<file path="src/rtl/mem_io_ctrl_pkg.sv">
// mem_io_ctrl_pkg: shared address map, region decode and status-byte layout
// for the CPU memory/IO controller.
//   IO_BASE  : RX read / TX push register
//   IO_HALT  : halt write / status read register
//   decode() : classifies a CPU request into RAM or one of the IO actions
package mem_io_ctrl_pkg;

    localparam int          IO_AW     = 18;
    localparam logic [17:0] IO_BASE   = 18'h30000;
    localparam logic [17:0] IO_HALT   = 18'h30004;
    localparam int          REGION_HI = 17;
    localparam int          REGION_LO = 16;
    localparam logic [1:0]  REGION_IO = 2'b11;

    // status byte read from IO_HALT
    localparam int STAT_RX_VALID = 0;
    localparam int STAT_TX_FULL  = 1;

    // which source feeds cpu_din for an accepted read
    typedef enum logic {
        TAG_RAM = 1'b0,
        TAG_IO  = 1'b1
    } rd_tag_e;

    typedef struct packed {
        logic io;       // request targets the IO region
        logic rx_rd;    // read of IO_BASE
        logic tx_wr;    // write of IO_BASE
        logic halt_wr;  // write of IO_HALT
        logic stat_rd;  // read of IO_HALT
    } io_dec_t;

    function automatic io_dec_t decode(input logic [IO_AW-1:0] a, input logic wr);
        io_dec_t d;
        d.io      = (a[REGION_HI:REGION_LO] == REGION_IO);
        d.rx_rd   = (a == IO_BASE) && !wr;
        d.tx_wr   = (a == IO_BASE) &&  wr;
        d.halt_wr = (a == IO_HALT) &&  wr;
        d.stat_rd = (a == IO_HALT) && !wr;
        return d;
    endfunction

endpackage

</file>
<file path="src/rtl/mem_io_ctrl_sync_fifo.sv">
// sync_fifo: single-clock FIFO, power-of-two DEPTH.
//   clk, rst_n : clock, synchronous active-low reset (clears pointers/count)
//   push, din  : write side; a push while full is dropped, even if a pop
//                happens in the same cycle
//   pop, dout  : read side; dout is the head entry, valid when !empty
//   empty, full: occupancy flags derived from a (clog2(DEPTH)+1)-bit count
module sync_fifo #(
    parameter int WIDTH = 8,
    parameter int DEPTH = 16
) (
    input  logic             clk,
    input  logic             rst_n,
    input  logic             push,
    input  logic [WIDTH-1:0] din,
    input  logic             pop,
    output logic [WIDTH-1:0] dout,
    output logic             empty,
    output logic             full
);

    localparam int            AW       = $clog2(DEPTH);
    localparam logic [AW:0]   FULL_CNT = (AW+1)'(DEPTH);

    logic [WIDTH-1:0] mem [DEPTH];
    logic [AW-1:0]    wr_ptr, rd_ptr;
    logic [AW:0]      count;
    logic             do_push, do_pop;

    assign full    = (count == FULL_CNT);
    assign empty   = (count == '0);
    assign do_push = push && !full;
    assign do_pop  = pop && !empty;
    assign dout    = mem[rd_ptr];

    // storage carries no reset; only the pointers define validity
    always_ff @(posedge clk) begin
        if (do_push) mem[wr_ptr] <= din;
    end

    always_ff @(posedge clk) begin
        if (!rst_n) begin
            wr_ptr <= '0;
            rd_ptr <= '0;
            count  <= '0;
        end else begin
            // pointers wrap naturally since DEPTH is a power of two
            if (do_push) wr_ptr <= wr_ptr + 1'b1;
            if (do_pop)  rd_ptr <= rd_ptr + 1'b1;
            case ({do_push, do_pop})
                2'b10:   count <= count + 1'b1;
                2'b01:   count <= count - 1'b1;
                default: count <= count;
            endcase
        end
    end

endmodule

</file>
<file path="src/rtl/mem_io_ctrl.sv">
// mem_io_ctrl: routes a simple CPU bus to a synchronous RAM or a small IO map
// (RX byte source, TX FIFO sink, halt flag, status byte).
//   clk_in, rst_n_in          : clock, synchronous active-low reset
//   cpu_a/cpu_dout/cpu_wr     : CPU request (one request per cycle, accepted
//                               on an edge where cpu_rdy=1)
//   cpu_din, cpu_rdy          : registered read data, advance enable
//   ram_a/ram_dout/ram_we/ram_din : single-port RAM, 1-cycle read latency
//   rx_data/rx_valid/rx_pop   : input byte source
//   tx_data/tx_valid/tx_ready : output byte sink fed by the TX FIFO
//   halt                      : sticky stop flag
module mem_io_ctrl
    import mem_io_ctrl_pkg::*;
#(
    parameter int RAM_AW   = 17,
    parameter int TX_DEPTH = 16
) (
    input  logic              clk_in,
    input  logic              rst_n_in,
    input  logic [31:0]       cpu_a,
    input  logic [7:0]        cpu_dout,
    input  logic              cpu_wr,
    output logic [7:0]        cpu_din,
    output logic              cpu_rdy,
    output logic [RAM_AW-1:0] ram_a,
    output logic [7:0]        ram_dout,
    output logic              ram_we,
    input  logic [7:0]        ram_din,
    input  logic [7:0]        rx_data,
    input  logic              rx_valid,
    output logic              rx_pop,
    output logic [7:0]        tx_data,
    output logic              tx_valid,
    input  logic              tx_ready,
    output logic              halt
);

    localparam int STAGES = 1;

    io_dec_t       dec;
    logic          tx_full, tx_empty;
    logic          tx_push;
    logic          halt_q;
    logic [7:0]    stat_byte, io_byte_nxt, io_byte;
    rd_tag_e       tag;
    logic [STAGES:0] vld_pipe;
    logic          unused_a;

    assign unused_a = ^cpu_a[31:IO_AW];
    assign dec      = decode(cpu_a[IO_AW-1:0], cpu_wr);

    // Stall sources; reset also holds the CPU so a pending request is dropped.
    always_comb begin
        cpu_rdy = rst_n_in && !halt_q;
        if (dec.tx_wr && tx_full)   cpu_rdy = 1'b0;
        if (dec.rx_rd && !rx_valid) cpu_rdy = 1'b0;
    end

    assign ram_a    = cpu_a[RAM_AW-1:0];
    assign ram_dout = cpu_dout;
    assign ram_we   = cpu_wr && !dec.io && cpu_rdy;
    assign rx_pop   = dec.rx_rd && cpu_rdy;
    assign tx_push  = dec.tx_wr && cpu_rdy;
    assign tx_valid = !tx_empty;
    assign halt     = halt_q;

    always_comb begin
        stat_byte                = '0;
        stat_byte[STAT_TX_FULL]  = tx_full;
        stat_byte[STAT_RX_VALID] = rx_valid;
    end

    // unmapped IO offsets read as zero
    always_comb begin
        io_byte_nxt = '0;
        if (dec.rx_rd)        io_byte_nxt = rx_data;
        else if (dec.stat_rd) io_byte_nxt = stat_byte;
    end

    // vld_pipe[0] marks an accepted read; one stage later the RAM output is
    // valid, so cpu_din is loaded from the source chosen at the accept edge
    // and then holds until the next accepted read completes.
    assign vld_pipe[0] = cpu_rdy && !cpu_wr;

    always_ff @(posedge clk_in) begin
        if (!rst_n_in) begin
            halt_q           <= 1'b0;
            tag              <= TAG_RAM;
            io_byte          <= '0;
            vld_pipe[STAGES] <= 1'b0;
            cpu_din          <= '0;
        end else begin
            if (cpu_rdy && dec.halt_wr) halt_q <= 1'b1;
            vld_pipe[STAGES] <= vld_pipe[0];
            if (vld_pipe[0]) begin
                tag     <= dec.io ? TAG_IO : TAG_RAM;
                io_byte <= io_byte_nxt;
            end
            if (vld_pipe[STAGES]) cpu_din <= (tag == TAG_IO) ? io_byte : ram_din;
        end
    end

    sync_fifo #(
        .WIDTH (8),
        .DEPTH (TX_DEPTH)
    ) u_tx_fifo (
        .clk   (clk_in),
        .rst_n (rst_n_in),
        .push  (tx_push),
        .din   (cpu_dout),
        .pop   (tx_valid && tx_ready),
        .dout  (tx_data),
        .empty (tx_empty),
        .full  (tx_full)
    );

endmodule

</file>
<file path="config.mk">
export PLATFORM = sky130hd
export DESIGN_NAME = mem_io_ctrl
export DESIGN_NICKNAME = d
export VERILOG_FILES = /design/src/rtl/mem_io_ctrl_pkg.sv /design/src/rtl/mem_io_ctrl_sync_fifo.sv /design/src/rtl/mem_io_ctrl.sv
export SDC_FILE = /design/constraint.sdc
export NUM_CORES = 1
export LEC_CHECK = 0
export BUFFER_PORTS_ARGS = -buffer_cell sky130_fd_sc_hd__buf_2
export CAP_MARGIN = 20
export CORE_UTILIZATION = 51
export CTS_CLUSTER_DIAMETER = 200
export DETAILED_ROUTE_END_ITERATION = 7
export GPL_ROUTABILITY_DRIVEN = 0
export HOLD_SLACK_MARGIN = 0.1
export PLACE_DENSITY_LB_ADDON = 0.12
export RECOVER_POWER = 25
export SLEW_MARGIN = 25
export SYNTH_ARGS = -nofsm -noshare
export SYNTH_HDL_FRONTEND = slang
export SYNTH_SLANG_ARGS = --single-unit
</file>
<file path="constraint.sdc">
create_clock -name clk_in -period 3.85 [get_ports clk_in]
set_input_delay 0.77 -clock clk_in [delete_from_list [all_inputs] [get_ports clk_in]]
set_output_delay 0.77 -clock clk_in [all_outputs]
set_load 0.02 [all_outputs]
</file>
==> flow_results.org, run 1 <==
** Synth
- Yosys mapped the design onto between 40 and 50 distinct sky130hd cell types.
- Ranked by total cell area, the synthesized netlist is headed by sky130_fd_sc_hd__edfxtp_1 (55%), sky130_fd_sc_hd__mux4_2 (13%), sky130_fd_sc_hd__dfxtp_1 (10%).
- Yosys mapped a number of flops with a built-in enable equal to 128.
- For this run, the register share of the synthesized area comes to 0.6540.
- Multiplexer share of the synthesized area :: 0.1579
- The Yosys step of the flow raised 0 warnings.
- Mapped Cells :: 428
- Of the total synthesized cell area, the portion taken by AND, OR, NAND and NOR gates is 0.07548.
- After synthesis the cells add up to 6979 um^2.
- Arithmetic-cell share of the synthesized area counting full adders, half adders and majority gates :: 0.01434
- Of the post-synthesis cell area, the dominant cell type holds 0.5507.
- Flops & latches, synth :: 164
- Among all flip-flop cells after synthesis, the most frequent one is sky130_fd_sc_hd__edfxtp_1.
- After synthesis, the largest family of logic cells by area is multiplexers.
- Share of the synthesized netlist area taken by xor and xnor gates :: 0.007530
- The area fraction in compound gates after synthesis came to 0.04231.
- Post-synth net total :: between 400 and 500
- Fraction of registers with async set/reset :: 0
- A synthesized cell averages 16.31 um^2.
- sky130_fd_sc_hd__edfxtp_1 takes more of the synthesized area than any other cell.

** GRT
- Total global routing overflow :: 0
- Pin count of the biggest net entering global routing :: 33
- First-pass GRT wire length :: between 20 and 25 mm
- The number of antenna violations at the first check in global routing was 0.
- The via count of the first global-routing pass is 3866.
- For this run, the total global-route usage over all layers was measured as 0.2110.

** Run status
- The run finished with clean final reports.

** Clocking
- CTS saw approximately 160 sinks.
- H-tree Lvls :: 4
- Num CTS Buffers :: 17
- For the worst-skew pair, the clock arrives at the later sink with an insertion delay of around 420 ps.
- The number of gates resized after CTS was 0.
- The root buffer cell chosen for the clock tree is sky130_fd_sc_hd__clkbuf_16.
- TritonCTS built the clock tree.
- The number of setup buffers added after CTS is 0.
- After clock tree synthesis, the clock-pin slew on the worst setup and hold paths is 60 ps.
- For this design, the CTS-stage hold fixing added 0 buffers.
- Counting along the longest clock path gives a buffer depth of 2.

** Route
- Initial DRC count :: 280
- Remaining antenna violation count :: 0
- Detailed-router iteration count before antenna repair :: 5
- Summed over all layers, the routed wires come to roughly 14 mm.
- After detailed routing, the average wire length per cell comes to 19.74 um.
- For this run, design rule violations remaining after detail routing come to 0.
- Detailed-route vias per instance :: ~5.5
- Vias post-DR :: ~3800

** Layout
- Area growth from synthesis to final layout :: 16.57%
- 0 antenna diodes ended up in the layout.
- Summing all flip-flop and latch instances after layout gives ~4600 um^2.
- Area of the multi-input gates :: around 2100 um^2
- Net total in the final layout :: 573
- Proportion of layout cells with a drive suffix above 1 :: 0.3617
- The finished cells cover between 8000 and 9000 um^2.
- Filler instances :: a little over 1000
- Once layout is complete, the utilization of the core stands at 0.6119.

** Timing
- Final setup vio count :: 0
- Counting I/O delays and the setup requirement, the final critical path takes roughly 3600 ps.
- The hold violation count in the final report is 0.
- The final number of max-transition violations was 0.
- Actual transition at the worst max-transition pin :: a little under 700 ps
- Setup repair after global routing left no endpoint under its margin.
- Fmax :: ~280 MHz
- After layout, the worst setup slack is around 300 ps.
- Clk_skew :: approximately 10 ps
- Of the available clock period, the critical path in the final layout requires 0.9234.
- Max-slew headroom at the worst pin :: 0.5478
- Final setup TNS :: 0 ps

** Setup path
- Timing startpoint of the critical path :: cpu_a[6]
- Required time of the worst setup path :: 3080 ps
- In this run the worst path has a maximum fanout of 7.
- The critical path in this run is classified as in -> out.
- Crit. End Element :: output port
- In this run the critical register-to-register path is captured at u_tx_fifo.count[2].
- Data arrival time of the critical path :: roughly 2800 ps
- The number of cells on the worst reg-to-reg path is 10.
- Flop2flop setup slack :: 790 ps
- The startpoint identified for the worst register-to-register timing path is u_tx_fifo.count[1].
- Worst Setup Start Kind :: input pin

** Power and ir drop
- IR analysis of the VDD net gives a maximum drop of around 0.29 mV.
- Leakage :: around 2.9 nW
- Power consumption :: just under 4 mW
- For this design the ratio of total power to cell area is a little under 500 nW/um^2.

** Floorplan
- The floorplan step defined a core boundary enclosing between 10000 and 15000 um^2.
- The initial utilization of the core area, before any placement, comes to 0.5249.
- Die Width :: between 100 and 150 um
- Measured along the y axis, the die boundary spans approximately 120 um.
- The die covers approximately 14000 um^2.
- The floorplan has between 40 and 50 rows.
- 107 I/O pins were placed.

** Hold path
- Depth of the worst hold-timing path :: 2
- Hold path endpoint :: io_byte[1]
- The worst hold path belongs to the class reg -> reg.
- The startpoint identified for the worst hold timing path is io_byte[1].

** Place
- Detail Placement HPWL :: 8.580 mm
- Port buffering added 92 buffers.
- Setup slack after placement :: roughly 150 ps
- After detailed placement, the total cell area comes to around 7500 um^2.

** Run
- Maxcap violations :: 0
==> cells in the mapped netlist, drive strengths merged, types with 2 or more instances <==
master,n
nand4b,3
buf,33
a21oi,2
edfxtp,128
nor4,4
dfxtp,36
or4,4
mux4,40
and3,17
nand2b,5
nand2,28
nor2b,2
nor4b,2
o22ai,8
and2,2
o211ai,3
nor2,18
a31oi,2
nor3,4
o21a,3
nand3,2
a211oi,8
mux2i,19
o21ai,4
ha,8
xor2,5
inv,10
clkbuf,16
==> placed cells by master (no fill, tap or decap), types with 3 or more instances in the layout <==
cell	count
sky130_fd_sc_hd__a211oi_1	8
sky130_fd_sc_hd__and3_1	17
sky130_fd_sc_hd__buf_2	86
sky130_fd_sc_hd__buf_4	13
sky130_fd_sc_hd__bufinv_16	6
sky130_fd_sc_hd__clkbuf_1	7
sky130_fd_sc_hd__clkbuf_16	17
sky130_fd_sc_hd__dfxtp_1	35
sky130_fd_sc_hd__edfxtp_1	128
sky130_fd_sc_hd__ha_1	8
sky130_fd_sc_hd__inv_1	7
sky130_fd_sc_hd__inv_2	3
sky130_fd_sc_hd__mux2i_1	19
sky130_fd_sc_hd__mux4_2	40
sky130_fd_sc_hd__nand2_1	28
sky130_fd_sc_hd__nand2b_1	5
sky130_fd_sc_hd__nand4b_1	3
sky130_fd_sc_hd__nor2_1	18
sky130_fd_sc_hd__nor3_1	4
sky130_fd_sc_hd__nor4_1	3
sky130_fd_sc_hd__o211ai_1	3
sky130_fd_sc_hd__o21a_1	3
sky130_fd_sc_hd__o22ai_2	6
sky130_fd_sc_hd__or4_4	3
sky130_fd_sc_hd__xor2_1	5
==> state kept, by name, indices dropped and copies added (netlist names), named ones only <==
signal	count
io_byte	8
cpu_din	8
u_tx_fifo.rd_ptr	4
tag	1
u_tx_fifo.mem	128
u_tx_fifo.count	5
halt	1
vld_pipe	1
u_tx_fifo.wr_ptr	4
==> where the power goes <==
part           internal (mW)  leakage [nW]  switching (mW)
Clock                   1.21         0.320           0.669
Combinational         0.0457          1.15          0.0825
Sequential              1.91          1.44         0.00733
Total                   3.17          2.91           0.759
==> worst max-delay path, stage by stage <==
cell                    delay [ps]
sky130_fd_sc_hd__buf_2         100
sky130_fd_sc_hd__or4_4         530
sky130_fd_sc_hd__or4_4         570
sky130_fd_sc_hd__or4_4         600
sky130_fd_sc_hd__inv_2          70
sky130_fd_sc_hd__buf_2         150
==> layout make-up <==
type | instances | share of cell area
Sequential cell | 164 | 0.5612
Multi-Input combinational cell | 205 | 0.2558
Timing Repair Buffer | 106 | 0.07013
Clock buffer | 18 | 0.05275
Clock inverter | 14 | 0.02845
Tap cell | 176 | 0.02707
Inverter | 10 | 0.004614
==> through the flow <==
step / hold WS (ps) / cells
detailed placement: 461.2 / 661
CTS: 469.6 / 693
global route: 497.2 / 693
finish: 465.2 / 693
floorplan: 437.8 / 428
global placement: 458.9 / 661
==> cells by family after synthesis <==
| family | after synthesis |
|---|---|
| adder cells (fa/ha/maj) | 8 |
| multiplexers | 60 |
| AND/OR/NAND/NOR | 96 |
| flip-flops | 164 |
| buffers and inverters | 59 |
| AO/OA/AOI/OAI | 35 |
| XOR/XNOR | 6 |
==> worst max-delay path by stage <==
stage	depth (start not counted)	end
after floorplan	14	u_tx_fifo.count[2]
after global placement	12	u_tx_fifo.count[2]
after detailed placement	12	u_tx_fifo.count[2]
after CTS	6	rx_pop
after global routing	6	rx_pop
final	6	rx_pop
==> metal layers <==
metal | up-vias | track usage | wire (um)
met1 | 1892 | 0.2679 | 5918
met3 | 14 | 0.05699 | 745
met5 | - | 0 | 0
met4 | 0 | 0.08070 | 238
met2 | 134 | 0.3459 | 6775
li1 | 1789 | - | -
Power figures use the tool's default switching activity.
==> run 2: changes to the inputs <==
- CORE_UTILIZATION: 51 -> 60
- clock period: 3.85 -> 4.3 ns (I/O delays scaled with it)
==> run 2 against run 1 <==
Worst hold slack worse by 1.5 ps. Wire length down 5.6%. Cell area is 2.6% lower. Via count decreased by 1.4%. Non-clock buffer count shrank 10. Clock skew rose by 3.4 ps. Final cell count fell by 6.3%. Die area shrank 15%. Power shrank 16%.
==> flow_results.org, run 2 (synthesized netlist as in run 1, its figures left out) <==
** Layout
- The final layout contains about 560 nets.
- Once layout is complete, the cells apart from fillers number ~650.
- Leaving out fill and tap cells, the most frequent cell in the layout is sky130_fd_sc_hd__edfxtp_1.
- Highest-count cells in the layout ignoring fill and taps :: sky130_fd_sc_hd__edfxtp_1 (128), sky130_fd_sc_hd__buf_2 (86), sky130_fd_sc_hd__mux4_2 (40), sky130_fd_sc_hd__dfxtp_1 (35), sky130_fd_sc_hd__nand2_1 (28)
- The largest registers in the layout are u_tx_fifo.mem x128, cpu_din x8, io_byte x8.
- Utilization after layout :: 0.6973
- Reg area :: 4566 um^2
- Antenna diode count :: 0
- In the final layout, the share of cells above drive strength 1 is 0.3399.
- Flip-flop count of the largest register, all copies and words added :: around 130
- Filler instances :: about 770
- Area of the multi-input gates :: just over 2000 um^2
- Ranked by flip-flop count, first place goes to u_tx_fifo.mem.
- Area growth from synthesis to final layout :: 13.59%

** Timing
- Ratio of final minimum period to clock period :: 0.8706
- Final setup TNS :: 0 ps
- On the final layout, the worst clock skew is roughly 14 ps.
- Setup repair after global routing left no endpoint under its margin.
- Shortest clock period the worst path allows after layout :: ~3700 ps
- Derived from the worst setup path, the maximum achievable clock frequency is ~270 MHz.
- The hold violation count in the final report came to 0.
- Actual transition at the worst max-transition pin :: roughly 670 ps
- Final setup vio count :: 0
- Final Max Tran Viols :: 0
- Max-slew headroom at the worst pin :: 0.5517

** Hold path
- Type of the tightest min-delay check :: reg -> reg

** Clocking
- Clock latency on the worst-skew pair, taken at its later pin, is around 430 ps.
- Once the clock tree was built, the resizer swapped 0 gates to a different size.
- CTS tree :: yes
- CTS placed an instance of sky130_fd_sc_hd__clkbuf_16 at the clock tree root.
- Buffers added to address setup during post-CTS repair amount to 0.
- Num CTS Buffers :: 17
- Clock tree buffer depth :: 2
- The tree built by TritonCTS fans out to between 150 and 200 sinks.
- The H-tree was split into 4 levels.
- After clock tree synthesis, the clock-pin slew on the worst setup and hold paths is 60 ps.
- Buffers inserted to repair hold after CTS numbered 0.

** Route
- The first detailed-routing pass took 4 iterations.
- Detailed-route vias per instance :: slightly below 6
- Vias post-DR :: about 3800
- Drc violations :: 0
- Wires add up to 12.91 mm.
- After detailed routing, the average wire length per cell comes to 19.89 um.
- Initial DRC count :: between 200 and 250
- Remaining antenna violation count :: 0

** Place
- In this run the tool buffered the top-level ports with 92 buffer cells.
- Detail Placement HPWL :: about 8.1 mm
- After detailed placement, the design holds a cell count of a little over 600.

** Floorplan
- The floorplan has 39 rows.
- The floorplan step defined a die boundary enclosing approximately 12000 um^2.
- Ports placed on the boundary :: between 100 and 150
- Die Width :: 109.9 um
- Effective utilization at floorplan :: 0.6138
- From bottom edge to top edge, the die measures about 110 um.
- The region available for standard cell placement spans between 10000 and 15000 um^2.

** Setup path
- Data on the critical path arrives at its endpoint at ~2900 ps.
- Of all nets on the critical path, the largest fanout is 7.
- Crit. End Element :: output port
- On the worst path, the slowest cell contributes a delay of approximately 600 ps.
- The worst setup path is launched from an input pin.
- Critical-path top delay cell :: sky130_fd_sc_hd__or4_4
- Among cell families on the critical path, the largest total delay comes from simple AND/OR/NAND/NOR gates.
- For the worst setup path, the data required time is roughly 3400 ps.
- Library cell appearing most often on the critical path :: sky130_fd_sc_hd__or4_4
- Cells along the critical path :: buf_2 -> or4_4 -> or4_4 -> or4_4 -> inv_2 -> buf_2
- Worst Path Buf+Inv :: 3
- The worst setup path is of the in -> out kind.

** GRT
- The first global-routing pass estimated between 15 and 20 mm of wire.
- Pin count of the biggest net entering global routing :: 33
- Across every metal layer, demand over resource in global routing totals 0.2358.
- Number of antenna violations at the first check in global routing :: 0
- After global routing the overflow that remains totals 0.
- The via count of the first global-routing pass came to around 3700.

** Power and ir drop
- The worst-case IR drop observed on VDD is around 0.27 mV.
- In this run the static leakage power is around 2.8 nW.
- Power spread over the standard cell area amounts to about 420 nW/um^2.
- Power consumption :: 3.308 mW

** Run
- Maxcap violations :: 0

** Run status
- The flow ran to the end, and the final reports show no timing, DRC or antenna violations.
==> run 2: changes by cell type in the layout (fill, tap and decap cells not counted) <==
cell / change
sky130_fd_sc_hd__bufinv_16: -3
sky130_fd_sc_hd__inv_6: -2
sky130_fd_sc_hd__clkbuf_1: +2
sky130_fd_sc_hd__a21oi_1: +1
sky130_fd_sc_hd__a21oi_2: -1
sky130_fd_sc_hd__clkinv_1: +1
sky130_fd_sc_hd__buf_4: -10
sky130_fd_sc_hd__clkinv_4: +1
==> run 2: through the flow <==
step	instance area [um^2]	setup WS [ps]	hold WS, ps
6_report	7928	556.5	463.7
5_1_grt	7928	508.7	490.1
4_1_cts	7935	548.2	468.2
3_5_place_dp	7362	352.6	460.1
3_3_place_gp	7362	431.6	455.4
2_1_floorplan	6979	282.6	437.8
==> run 2: worst paths after layout <==
kind	endpoint	cells past startpoint	startpoint	slack (ps)
setup / recovery	rx_pop	6	cpu_a[6]	560
hold reg to reg	io_byte[1]	2	io_byte[1]	460
setup reg to reg	u_tx_fifo.count[2]	10	u_tx_fifo.count[2]	1190
hold / removal	io_byte[1]	2	io_byte[1]	460
==> run 2: layer usage <==
metal	GRT usage	vias up	part of all wire
li1	-	1768	-
met1	0.3055	1880	0.44
met2	0.3911	108	0.51
met3	0.04268	19	0.037
met4	0.1029	0	0.021
met5	0	-	0
==> run 2: tightest hold or removal path, cell delays in order, from the launching register on <==
cell and delay (ps):
sky130_fd_sc_hd__dfxtp_1 310, sky130_fd_sc_hd__nand2_1 50, sky130_fd_sc_hd__mux2i_1 60
==> run 2: layout make-up <==
| type | instances | share of cell area |
|---|---|---|
| Clock buffer | 20 | 0.05508 |
| Clock inverter | 11 | 0.01720 |
| Inverter | 10 | 0.004735 |
| Multi-Input combinational cell | 205 | 0.2620 |
| Sequential cell | 164 | 0.5759 |
| Tap cell | 143 | 0.02257 |
| Timing Repair Buffer | 96 | 0.06250 |
==> run 2: where the power goes <==
part	leakage [nW]	internal [mW]	switching, mW
registers	1.44	1.71	0.00652
clock network	0.276	0.902	0.572
logic	1.09	0.0403	0.0749
total	2.81	2.65	0.654
==> run 3: changes to the inputs <==
- REMOVE_ABC_BUFFERS: default -> 1
==> run 3 against run 2 <==
Final cell count is the same. Critical endpoint unchanged. Maximum frequency is essentially flat. Worst hold slack lost 0.79 ps. Flip-flop and latch count is the same.
==> flow_results.org, run 3 (synthesized netlist as in run 1, its figures left out) <==
** Clocking
- Root Buffer :: sky130_fd_sc_hd__clkbuf_16
- After clock tree synthesis, the flow added hold-fix buffers numbering 0.
- Clock tree synthesis inserted a total of 17 buffers.
- For the worst-skew pair, the clock arrives at the later sink with an insertion delay of between 400 and 500 ps.
- Clock transition at the registers of the reported paths :: 60 ps
- TritonCTS built the clock tree.
- No sink is reached through more buffers than the 2 on the longest clock path.
- Buffers added to address setup during post-CTS repair amount to 0.
- H-tree Lvls :: 4
- Clock tree synthesis found a total of 164 sinks.
- Once the clock tree was built, the resizer swapped 0 gates to a different size.

** GRT
- Pin count of the biggest net entering global routing :: 33
- Fraction of met3 tracks used by global routing :: 0.04801
- For this run, global-route usage on met1 was measured as 0.3181.
- The via count of the first global-routing pass is between 3000 and 4000.
- The number of antenna violations at the first check in global routing came to 0.
- Layer with the highest usage :: met2
- Global-route met2 utilization :: 0.4040
- The first global-routing pass estimated 20.49 mm of wire.
- In the global route stage, overall resource usage came out at 0.2428.
- Total global routing overflow :: 0

** Timing
- Based on the critical path, the design can be clocked at up to roughly 270 MHz.
- Setup repair after global routing left no endpoint under its margin.
- Adding up every negative setup slack in the final design gives 0 ps.
- In the post-route analysis, the smallest setup slack over all paths is between 500 and 600 ps.
- Actual transition at the worst max-transition pin :: roughly 750 ps
- Setup violations remaining at the end of the flow were counted as 0.
- Across all hold checks on the routed design, the worst slack comes to approximately 460 ps.
- Hold violation count in the final report :: 0
- Final Max Tran Viols :: 0
- Across the routed clock network, the largest skew measured is about 11 ps.
- After layout, the minimum clock period comes to ~3700 ps.
- Ratio of final minimum period to clock period :: 0.8707
- Max-slew headroom at the worst pin :: 0.4979

** Floorplan
- Die Width :: ~110 um
- In this run the core area contains 39 standard-cell rows.
- Die Area :: ~12000 um^2
- The region available for standard cell placement spans about 11000 um^2.
- During I/O placement, the number of pins put on the boundary was ~110.
- Effective utilization at floorplan :: 0.6138
- Die H :: around 110 um

** Layout
- The number of antenna diodes in the final layout is 0.
- Summing all multi-input logic gate instances after layout gives just over 2000 um^2.
- The top cell types in the final layout, fill and taps aside, are sky130_fd_sc_hd__edfxtp_1 (128), sky130_fd_sc_hd__buf_2 (84), sky130_fd_sc_hd__mux4_2 (40), sky130_fd_sc_hd__dfxtp_1 (35), sky130_fd_sc_hd__nand2_1 (28).
- Most frequent standard cell in the layout excluding fill and tap cells :: sky130_fd_sc_hd__edfxtp_1
- The largest registers in the layout are u_tx_fifo.mem x128, cpu_din x8, io_byte x8.
- At the end of the flow, the number of nets in the layout was 563.
- Filler instances :: approximately 750
- Proportion of layout cells with a drive suffix above 1 :: 0.3419
- Most flops, register :: u_tx_fifo.mem
- Post-route cell area :: a little under 8000 um^2
- The register with the most flip-flops in the layout has about 130 of them.
- Across the whole layout, storage elements account for around 4600 um^2.
- Compared with the post-synthesis result, the final layout area differs by 13.71%.

** Place
- Detail Placement HPWL :: 8.332 mm
- In this run the tool buffered the top-level ports with 92 buffer cells.
- Timing analysis after detailed placement gives a worst setup slack of 333.5 ps.
- Summing all placed instances gives a cell area of around 7400 um^2.

** Run status
- The flow ran to the end, and the final reports show no timing, DRC or antenna violations.

** Route
- Drc violations :: 0
- For this block, the via count after detailed routing is roughly 3800.
- Remaining antenna violation count :: 0
- In the routed layout, each cell is associated on average with a via count of approximately 5.9.
- Wire length reported by the detailed router :: 13.44 mm
- The first TritonRoute pass finished after 4 iterations.
- After detailed routing, the average wire length per cell comes to around 21 um.
- After the first detailed-routing iteration, the DRC count stood at roughly 180.

** Run
- The tool flagged a number of max-cap violations equal to 0.

** Setup path
- Data arrival time of the critical path :: about 2900 ps
- Largest fanout on the critical path :: 7
- STA classifies the critical path endpoint as an output port.
- At the worst endpoint, the required time is around 3400 ps.
- The most numerous cell type found on the critical path is sky130_fd_sc_hd__or4_4.
- Worst Setup Start Kind :: input pin
- Critical-path top delay cell :: sky130_fd_sc_hd__or4_4
- The worst setup path is of the in -> out kind.
- On the worst path, the slowest cell contributes a delay of roughly 600 ps.
- Cells along the critical path :: buf_2 -> or4_4 -> or4_4 -> or4_4 -> inv_2 -> buf_2

** Power and ir drop
- Leakage :: roughly 2.8 nW
- Across the VDD grid, the largest voltage drop is 0.2712 mV.
- Power per standard cell area :: 420.6 nW/um^2
- Power consumption :: about 3.3 mW

** Hold path
- Type of the tightest min-delay check :: reg -> reg
==> run 3: cell count changes in the layout (fill, tap and decap cells not counted), sizes merged <==
cell and change:
inv +3, buf -2, clkinv -1
==> run 3: per-stage QoR <==
stage | util | instances
after floorplan | - | 379
after global placement | 0.6475 | 618
after detailed placement | 0.6475 | 618
after CTS | 0.6989 | 649
after global routing | 0.6980 | 649
final | 0.6980 | 649
==> run 3: final timing paths <==
path,startpoint,endpoint,slack [ps],cells past startpoint
max reg2reg,u_tx_fifo.count[2],u_tx_fifo.count[2],1070,10
max,cpu_a[6],rx_pop,560,6
min,io_byte[1],io_byte[1],460,2
min reg2reg,io_byte[1],io_byte[1],460,2
==> run 3: area by class of cell <==
| cell class | instances | share of cell area |
|---|---|---|
| clock buffers | 18 | 0.05408 |
| inverters | 10 | 0.004730 |
| clock inverters | 13 | 0.01955 |
| well taps | 143 | 0.02254 |
| flip-flops and latches | 164 | 0.5753 |
| multi-input cells | 205 | 0.2617 |
| repair buffers | 96 | 0.06212 |
==> run 3: metal layers <==
metal  vias to the layer above  wire (um)
li1                       1767          -
met5                         -          0
met2                       142       6920
met3                        16        652
met1                      1890       5675
met4                         0        195
==> run 3: worst max-delay path: cells and delay by family <==
kind | cells | cell delay (ps)
buffers and inverters | 3 | 330
AND/OR/NAND/NOR | 3 | 1700
==> run 3: where the power goes <==
part	total [mW]	internal (mW)	switching, mW
clock	1.50	0.908	0.597
sequential	1.72	1.71	0.00685
combinational	0.114	0.0400	0.0744
